File: src/rtl/calculate_1_issue.sv
// Issue/collect stage for the calculate_1 core: holds operands for the core,
// runs the ap_start/ap_ready/ap_done handshake and queues tagged results.
module calculate_1_issue #(
    parameter int DATA_W  = 32,
    parameter int DEPTH   = 2,
    parameter int TIMEOUT = 1024
) (
    input  logic              ap_clk,
    input  logic              ap_rst,
    input  logic              in_valid,
    output logic              in_ready,
    input  logic [DATA_W-1:0] in_a,
    input  logic [DATA_W-1:0] in_b,
    output logic              core_start,
    output logic [DATA_W-1:0] core_a,
    output logic [DATA_W-1:0] core_b,
    input  logic              core_ready,
    input  logic              core_done,
    input  logic              core_idle,
    input  logic [DATA_W-1:0] core_return,
    output logic              out_valid,
    input  logic              out_ready,
    output logic [DATA_W-1:0] out_data,
    output logic              out_err,
    output logic              busy,
    output logic              err_timeout,
    output logic [15:0]       op_count
);

    localparam int PTR_W = $clog2(DEPTH);
    localparam int CNT_W = $clog2(DEPTH + 1);
    localparam int WD_W  = $clog2(TIMEOUT);
    localparam logic [WD_W-1:0]  WD_LAST = WD_W'(TIMEOUT - 1);
    localparam logic [CNT_W-1:0] FULL    = CNT_W'(DEPTH);

    typedef enum logic [1:0] {S_IDLE, S_START, S_WAIT, S_DRAIN} state_t;

    state_t              state_q, state_d;
    logic [WD_W-1:0]     wd_q, wd_d;
    logic [DATA_W-1:0]   a_q, b_q;
    logic                err_q;
    logic [15:0]         op_q;

    logic [DATA_W-1:0]   data_q [DEPTH];
    logic                errf_q [DEPTH];
    logic [PTR_W-1:0]    wr_ptr_q, rd_ptr_q;
    logic [CNT_W-1:0]    count_q;

    logic                accept, push, push_err, pop;
    logic [DATA_W-1:0]   push_data;

    // Accepting only with a free slot guarantees the eventual push cannot overflow.
    assign in_ready = ~ap_rst & (state_q == S_IDLE) & core_idle & (count_q < FULL);
    assign accept   = in_valid & in_ready;

    assign out_valid = (count_q != '0);
    assign pop       = out_valid & out_ready;
    assign out_data  = data_q[rd_ptr_q];
    assign out_err   = errf_q[rd_ptr_q];

    assign core_a      = a_q;
    assign core_b      = b_q;
    assign busy        = (state_q != S_IDLE);
    assign err_timeout = err_q;
    assign op_count    = op_q;

    always_comb begin
        // NOTE: every output of this block gets a default first, so no path can infer a latch.
        state_d    = state_q;
        wd_d       = wd_q;
        push       = 1'b0;
        push_err   = 1'b0;
        push_data  = '0;
        core_start = 1'b0;
        case (state_q)
            S_IDLE: begin
                if (accept) begin
                    state_d = S_START;
                    wd_d    = '0;
                end
            end
            S_START: begin
                core_start = 1'b1;
                wd_d       = wd_q + 1'b1;
                if (core_ready && core_done) begin
                    push      = 1'b1;
                    push_data = core_return;
                    state_d   = S_IDLE;
                end else if (wd_q == WD_LAST) begin
                    push     = 1'b1;
                    push_err = 1'b1;
                    state_d  = S_DRAIN;
                end else if (core_ready) begin
                    state_d = S_WAIT;
                end
            end
            S_WAIT: begin
                wd_d = wd_q + 1'b1;
                // A done arriving on the last watchdog cycle still counts as a good result.
                if (core_done) begin
                    push      = 1'b1;
                    push_data = core_return;
                    state_d   = S_IDLE;
                end else if (wd_q == WD_LAST) begin
                    push     = 1'b1;
                    push_err = 1'b1;
                    state_d  = S_DRAIN;
                end
            end
            S_DRAIN: begin
                if (core_idle) state_d = S_IDLE;
            end
            default: state_d = S_IDLE;
        endcase
    end

    // NOTE: sequential state uses non-blocking assignments so all registers update together.
    always_ff @(posedge ap_clk) begin
        if (ap_rst) begin
            state_q <= S_IDLE;
            wd_q    <= '0;
            a_q     <= '0;
            b_q     <= '0;
            err_q   <= 1'b0;
            op_q    <= '0;
        end else begin
            state_q <= state_d;
            wd_q    <= wd_d;
            if (accept) begin
                a_q <= in_a;
                b_q <= in_b;
            end
            if (push && push_err) err_q <= 1'b1;
            if (push) op_q <= op_q + 16'd1;
        end
    end

    // NOTE: the FIFO storage is reset because the head drives out_data/out_err directly.
    always_ff @(posedge ap_clk) begin
        if (ap_rst) begin
            for (int i = 0; i < DEPTH; i++) begin
                data_q[i] <= '0;
                errf_q[i] <= 1'b0;
            end
            wr_ptr_q <= '0;
            rd_ptr_q <= '0;
            count_q  <= '0;
        end else begin
            if (push) begin
                data_q[wr_ptr_q] <= push_data;
                errf_q[wr_ptr_q] <= push_err;
                wr_ptr_q         <= wr_ptr_q + 1'b1;
            end
            if (pop) rd_ptr_q <= rd_ptr_q + 1'b1;
            case ({push, pop})
                2'b10:   count_q <= count_q + 1'b1;
                2'b01:   count_q <= count_q - 1'b1;
                default: count_q <= count_q;
            endcase
        end
    end

endmodule

File: config.mk
export PLATFORM = sky130hd
export DESIGN_NAME = calculate_1_issue
export DESIGN_NICKNAME = d
export VERILOG_FILES = /design/src/rtl/calculate_1_issue.sv
export SDC_FILE = /design/constraint.sdc
export NUM_CORES = 1
export LEC_CHECK = 0
export CAP_MARGIN = 20
export CORE_MARGIN = 4
export CORE_UTILIZATION = 50
export DETAILED_ROUTE_END_ITERATION = 10
export PLACE_DENSITY = 0.95
export SLEW_MARGIN = 30
export SYNTH_ARGS = -nofsm -noshare
export SYNTH_HDL_FRONTEND = slang
export SYNTH_SLANG_ARGS = --single-unit
File: constraint.sdc
create_clock -name ap_clk -period 13.6 [get_ports ap_clk]
set_clock_uncertainty 0.15 [all_clocks]
set_input_delay 1.36 -clock ap_clk [delete_from_list [all_inputs] [get_ports ap_clk]]
set_output_delay 1.36 -clock ap_clk [all_outputs]
set_load 0.05 [all_outputs]
* Yosys cells after proc, flatten, opt, wreduce, memory -nomap -nowiden *
Memory sizes are Yosys's and may differ from the RTL's. A register that Yosys moved wholly into a read port is not among the register bits.
Index checks and enable logic that the tools add are counted.

storage, ports and cells
  bits in registers = 97
  bits in latches = 0
  RAM bits = 66
  memory bits (read-only) = 0
  bits of input ports = 103
  output and inout bits = 118
  logic and storage cells = 83
  memories = 2

memory list
  name    words  width  rd ports  clocked after Yosys merged registers in  wr ports  line  source
  data_q  2      32     1         1                                        2         44    logic [DATA_W-1:0] data_q [DEPTH];
  errf_q  2      1      1         1                                        2         45    logic errf_q [DEPTH];

operators by class
  add/sub/neg operators = 6
  multiply operators = 0
  divide/modulo/power cells = 0
  $lt $le $gt $ge = 1
  equal/unequal tests = 10
  shift operators = 0
  muxes and demuxes = 37
  bitwise operators = 6
  reductions and logical operators = 12

operators with widths
  cell                                            number
  2-to-1 mux 32 bit                               3
  case mux 32 bit (2 select lines)                1
  OR reduction 32 bit                             1
  2-to-1 mux 1 bit                                20
  case mux 10 bit (2 select lines)                1
  adder 16 x 1 -> 16 bit (second input constant)  1
  2-to-1 mux 2 bit                                7
  adder 10 x 1 -> 10 bit (second input constant)  1
  == test 10 bit (second input constant)          1
  2-to-1 mux 10 bit                               1
  case mux 2 bit (4 select lines)                 1
  nonzero test 2 bit                              4
  == test 2 bit (second input constant)           3
  bitwise AND 1 bit                               5
  == test 2 x 1 -> 1 bit (second input constant)  2
  != test 2 bit (second input constant)           2
  != test 4 bit (second input constant)           1
  case mux 1 bit (2 select lines)                 2
  case mux 2 bit (2 select lines)                 1
  AND reduction 4 bit                             1
  != test 3 bit (second input constant)           1
  adder 1 bit (second input constant)             2
  adder 2 x 1 -> 2 bit (second input constant)    1
  logical AND 1 bit                               2
  other kinds (7)                                 7

* Logic depth before layout (Yosys ltp) *
Gate-level depths: netlist of run 1.

  depth in word-level cells = 9
  depth in mapped cells = 11
  gate-level depth less buffers = 8

* Least setup slack after synthesis of run 1 *
OpenSTA, ideal clock, no wires.

  path kind = input-to-reg
  from = input port core_done
  to = memory data_q[1][0], enable pin
  library setup time = 469 ps
  arrival = 4310 ps
  required time = 12981 ps
  path slack = 8671 ps
  stages on the path = 5
  path buffers = 2
  path through = o211a_1 a41oi_4 buf_6 buf_2 o21ai_0

RTL lines
  what             line  source
  start, declared  18    input logic core_done,
  end, declared    44

* Worst setup path after layout of run 1 *
  from = input port core_idle
  to = output port in_ready

on the way
  word-level cells in the longest chain between the ends = 2

RTL lines
  what                             line  source
  start, declared                  19    input logic core_idle,
  bitwise AND 1 bit (2 in series)  53    assign in_ready = ~ap_rst & (state_q == S_IDLE) & core_idle & (count_q < FULL);
  end, declared                    11    output logic in_ready,

No other way between the ends.

==> results of run 1 <==
[cell type report]
type                       count  area (sq um)  area share [%]
timing repair buffer         230          2280            23.4
tap                          176           220            2.26
clock inverter                15           176            1.81
inverter                       7          26.3           0.270
multi-input combinational    456          2680            27.4
clock buffer                  17           425            4.36
sequential                   164          3940            40.5
[cells in the final DEF (no fill, tap or decap), types with 2 or more instances in the layout]
cell type        instances
clkinv_2                 2
inv_6                    4
or4_1                   12
xor2_1                   3
clkdlybuf4s50_1        219
and2_1                   2
ha_1                     8
o21ai_0                 11
nor2b_1                  2
clkbuf_16               17
nand2b_1                 3
and3_1                  67
xnor2_1                  2
inv_1                    7
clkinvlp_2               2
buf_4                    9
dfxtp_1                 98
edfxtp_1                66
or3_1                    9
o21ai_2                  2
o31ai_1                 12
and4_1                   3
bufinv_16                3
nor2_1                  10
nand2_1                141
mux2_2                  34
nand4_1                  7
mux2i_1                  2
nand3_1                 15
a21oi_1                 90
[worst reg2reg max path, stage by stage, from the launching register on]
cell,delay [ns]
dfxtp_1,0.38
inv_1,0.10
ha_1,0.46
o211a_1,0.23
a41oi_4,0.42
ha_1,0.34
or3_1,0.37
a21oi_1,0.15
[how the worst min path moves through the flow]
| stage | startpoint | to | cells past startpoint |
|---|---|---|---|
| after floorplan | wd_q[9] | wd_q[9] | 2 |
| after global placement | err_timeout | err_timeout | 2 |
| after detailed placement | core_a[17] | core_a[17] | 2 |
| after CTS | core_a[17] | core_a[17] | 2 |
| after global routing | core_a[15] | core_a[15] | 2 |
| final | core_b[1] | core_b[1] | 2 |
[layer usage]
layer	vias to the layer above	global-route usage (%)
li1	2800	-
met1	2725	27.0
met2	266	39.0
met3	53	8.88
met4	0	11.7
met5	-	0
[state kept, by name, indices dropped and copies added (netlist names), named ones only]
register and flops:
state_q 2, rd_ptr_q 1, errf_q 2, core_b 32, op_count 16, data_q 64, core_a 32, wd_q 10
count_q 2, wr_ptr_q 1, err_timeout 1
[where the power goes]
group / switching (uW) / total [uW] / internal, uW
sequential: 12.3 / 548 / 536
clock: 200 / 490 / 290
combinational: 187 / 298 / 111
[cell families after synthesis]
group                    Yosys count  share of synthesized area [%]
XOR/XNOR                           5                          0.643
adder cells (fa/ha/maj)            8                           1.47
flip-flops                       164                           57.9
buffers and inverters             54                           3.20
multiplexers                      36                           5.91
AND/OR/NAND/NOR                  283                           20.6
AO/OA/AOI/OAI                    124                           10.2
[per-stage QoR]
step / utilization, % / instance area, sq um / hold slack (ns) / total power (uW)
floorplan: - / 6810 / 0.298 / 745
global placement: 68.6 / 9120 / 0.286 / 849
detailed placement: 68.8 / 9150 / 0.296 / 856
CTS: 73.3 / 9750 / 0.305 / 1340
global route: 73.3 / 9750 / 0.317 / 1380
finish: 73.3 / 9750 / 0.302 / 1340
==> out/results.ini, run 1 <==
[setup_path]
end_kind = output pin
path_max_fanout = 5
startpoint = core_idle
rr_startpoint = state_q[0]
startpoint_type = input pin
cp_cell_sequence = clkdlybuf4s50_1, and4bb_2, clkdlybuf4s50_1
cpMostUsedCell = clkdlybuf4s50_1
arrival_ns = 2.99
required_ns = 12.09
crit_buf_inv = 2
cpPeakStageDelay_ns = 0.83
critical-path-top-delay-family = buffers and inverters
cpMaxStageDelayCell = clkdlybuf4s50_1
crit_cells = 3
rr_worst_depth = 7
r2r_end = count_q[1]
rrSetupSlack_ns = 10.91
critical_path_class = input pin to output pin
crit_end = in_ready

[floorplan]
start_util_pct = 51.2
die_w_microns = 125
die_area_sq_um = 15600
core_area_sq_um = 13300
die_h_microns = 125
rows = 42
ios = 221

[synthesis]
synth_warnings = 0
syn_avg_cell_area_sq_um = 10.1
synth.most_common_cell = nand2_1
yosysSeqAreaShare_pct = 57.9
synth_top_cell_by_area = edfxtp_1
synth_seq_cells = 164
synth_cells = 674
netlist_top_cells_count = nand2_1, dfxtp_1, a21oi_1, and3_1, edfxtp_1
synth_cell_types = 45
synth_enable_flop_cells = 66
synth_fp_nets = 785
synth_flop_cell = dfxtp_1
syn-cell-area_sq_um = 6810
ys_top_cells_by_area = edfxtp_1, dfxtp_1, nand2_1
synth_top_area_share_pct = 29.1
synthArstFlopShare_pct = 0

[timing]
tns_ns = 0
maxSlewViolCount = 0
finalCriticalPeriod_ns = 4.50
setup_violations = 0
rsz0062_at_grt = false
max_freq_ghz = 0.222
min_period_over_period_pct = 33.1
relSlewSlack_pct = 43.8
finalHoldViolations = 0
finalWorstSetupSlack_ns = 9.10
tightest_slew_ns = 0.843

[clock_network]
post_cts_buffers = 0
root_buffer = clkbuf_16
cts-hold-fix-buffers = 0
clock_latency_ns = 0.43
cts_resized = 0
clock_path_buffers = 2
clock-sinks = 164
cts_tree = yes
cts_max_level = 4
cts_buffers = 17
path_clk_slew_ns = 0.06

[global_route]
grt_pass1_wl_microns = 29600
antenna_found_initial = 0
grt_max_degree = 83
first_global_vias = 5932
grt_usage_pct = 23.7
overflow = 0

[drt]
vias = 5844
drc = 0
via_per_inst = 5.49
wl_per_cell_microns = 17.5
top_layer = met4
wl_met3_microns = 1680
wirelength_microns = 18600
initialDrtViolationCount = 535
drt.antenna.violating_nets = 0
wl_met1_microns = 7100
wl_met2_microns = 9120
first_pass_iters = 5

[final_layout]
nFillCells = 873
fin_cells = 1065
antenna_cells = 0
layout.nets = 987
layout-drive-gt1-share_pct = 9.90
area_growth_pct = 43.1

[job]
drv_cap = 0

[placement]
io_buffer_count = 220
dp_cells = 1033
gp_congestion = 0.823
hpwl_microns = 12700
pre_cts_slack_ns = 9.13

[pwr]
ir_worst_vdd_uv = 102
leakage_uw = 0.00364
p_per_area_nw_per_um2 = 137

[worst_hold_path]
hold_class = flip-flop to flip-flop

[outcome]
outcome = completed

(Power assumes the default switching activity.)
==> inputs of run 2 (changes only) <==
CORE_UTILIZATION = 46   (was 50)
PLACE_DENSITY = 0.92   (was 0.95)
clock period = 4.22 ns   (was 13.6 ns; I/O delays follow)
==> run 2 against run 1 <==
Effect of this change: non-clock buffer count shrank 2; count of clock-buffer cells in the layout up 1; flip-flop and latch count is the same; clock power rose to 3.3 times the previous value; die area rose by 8.1%.
==> out/results.ini, run 2 (same netlist as run 1, synthesis figures left out) <==
[pwr]
p_per_area_nw_per_um2 = 445
ir_worst_vdd_uv = 354
leakage_uw = 0.00365
total_power_uw = 4360

[timing]
setup_violations = 0
finalWorstSetupSlack_ns = 1.34
finalCriticalPeriod_ns = 2.88
finalHoldViolations = 0
min_period_over_period_pct = 68.1
maxSlewViolCount = 0
relSlewSlack_pct = 39.0
tns_ns = 0
max_freq_ghz = 0.348
rsz0062_at_grt = false
tightest_slew_ns = 0.915

[drt]
initialDrtViolationCount = 451
vias = 5792
wirelength_microns = 18600
first_pass_iters = 7
drc = 0
wl_per_cell_microns = 17.4
via_per_inst = 5.41
drt.antenna.violating_nets = 0

[clock_network]
cts_tree = yes
clock-sinks = 164
cts_buffers = 17
post_cts_buffers = 0
clock_latency_ns = 0.43
cts_resized = 0
root_buffer = clkbuf_16
cts-hold-fix-buffers = 0
cts_max_level = 4
path_clk_slew_ns = 0.06
clock_path_buffers = 2

[setup_path]
rrSetupSlack_ns = 1.34
cp_cell_sequence = inv_1, ha_1, o211a_1, a41oi_4, buf_4, o21ai_4, buf_16
path_max_fanout = 35
end_kind = flip-flop
crit_end = data_q[1][29]
cpPeakStageDelay_ns = 0.57
critical_path_class = flip-flop to flip-flop
cpMaxStageDelayCell = o21ai_4
required_ns = 4.20
startpoint = state_q[0]
arrival_ns = 2.86
rr_worst_depth = 7
rr_startpoint = state_q[0]
r2r_end = data_q[1][29]
startpoint_type = flip-flop

[floorplan]
rows = 44
ios = 221
die_h_microns = 130
die_area_sq_um = 16800
die_w_microns = 130
start_util_pct = 46.9
core_area_sq_um = 14500

[final_layout]
multi_input_area_sq_um = 2700
final_cell_mix = clkdlybuf4s50_1, nand2_1, dfxtp_1
layout-drive-gt1-share_pct = 9.81
nFillCells = 1052
antenna_cells = 0
largest_reg_flops = 64
layout.nets = 985
fin_area_sq_um = 9810
final_common_cell = clkdlybuf4s50_1
largest-register = data_q
register_area_sq_um = 3940
area_growth_pct = 44.0

[global_route]
grt_max_degree = 90
overflow = 0
grt_pass1_wl_microns = 28600
grt_usage_pct = 21.7
first_global_vias = 5703
antenna_found_initial = 0

[placement]
gp_congestion = 0.781
placed_cell_area_sq_um = 9160
pre_cts_slack_ns = 1.22
hpwl_microns = 12700
io_buffer_count = 220

[job]
drv_cap = 0

[outcome]
outcome = completed

[worst_hold_path]
hold_class = input pin to flip-flop

-- run 2: cell count changes in the layout (fill, tap and decap cells not counted), sizes merged --
cell      previous run  this run
buf                 11         9
inv                 12        14
clkbuf              17        18
clkinv               4         2
clkinvlp             3         2
-- run 2: routing by layer --
layer	track usage [%]	routed length, microns	share of wire [%]
met1	24.1	7120	38
met2	37.5	9330	50
met3	9.33	1880	10
met4	7.03	310	1.7
met5	0	0	0
-- run 2: metrics by stage --
step / std cells / utilization (%) / hold slack, ns
floorplan: 674 / - / 0.298
global placement: 1037 / 62.8 / 0.284
detailed placement: 1038 / 63.0 / 0.293
CTS: 1070 / 67.3 / 0.102
global route: 1071 / 67.5 / 0.117
finish: 1071 / 67.5 / 0.125
-- run 2: cell type report --
cell class / instances / area share (%)
inverters: 7 / 0.268
clock buffers: 18 / 4.37
multi-input cells: 456 / 27.5
flip-flops and latches: 164 / 40.2
repair buffers: 228 / 23.4
clock inverters: 14 / 1.93
well taps: 184 / 2.35
-- run 2: worst min path at each step --
stage                start           to  slack [ns]  cells after the start
3_3_place_gp   err_timeout  err_timeout        0.28                      2
4_1_cts             ap_rst  err_timeout        0.10                      2
2_1_floorplan      wd_q[9]      wd_q[9]        0.30                      2
3_5_place_dp   err_timeout  err_timeout        0.29                      2
6_report            ap_rst  err_timeout        0.12                      2
5_1_grt             ap_rst  err_timeout        0.12                      2
-- run 2: power breakdown --
group	internal [uW]	switching [uW]
logic	362	609
registers	1730	40.9
clock network	950	673
total	3040	1320
-- run 2: critical path, delay by kind of cell, from the launching register on --
family | cells | cell delay, ns
fa+ha+maj | 1 | 0.52
flops | 1 | 0.39
buf+inv | 3 | 0.62
compound gates | 3 | 0.88
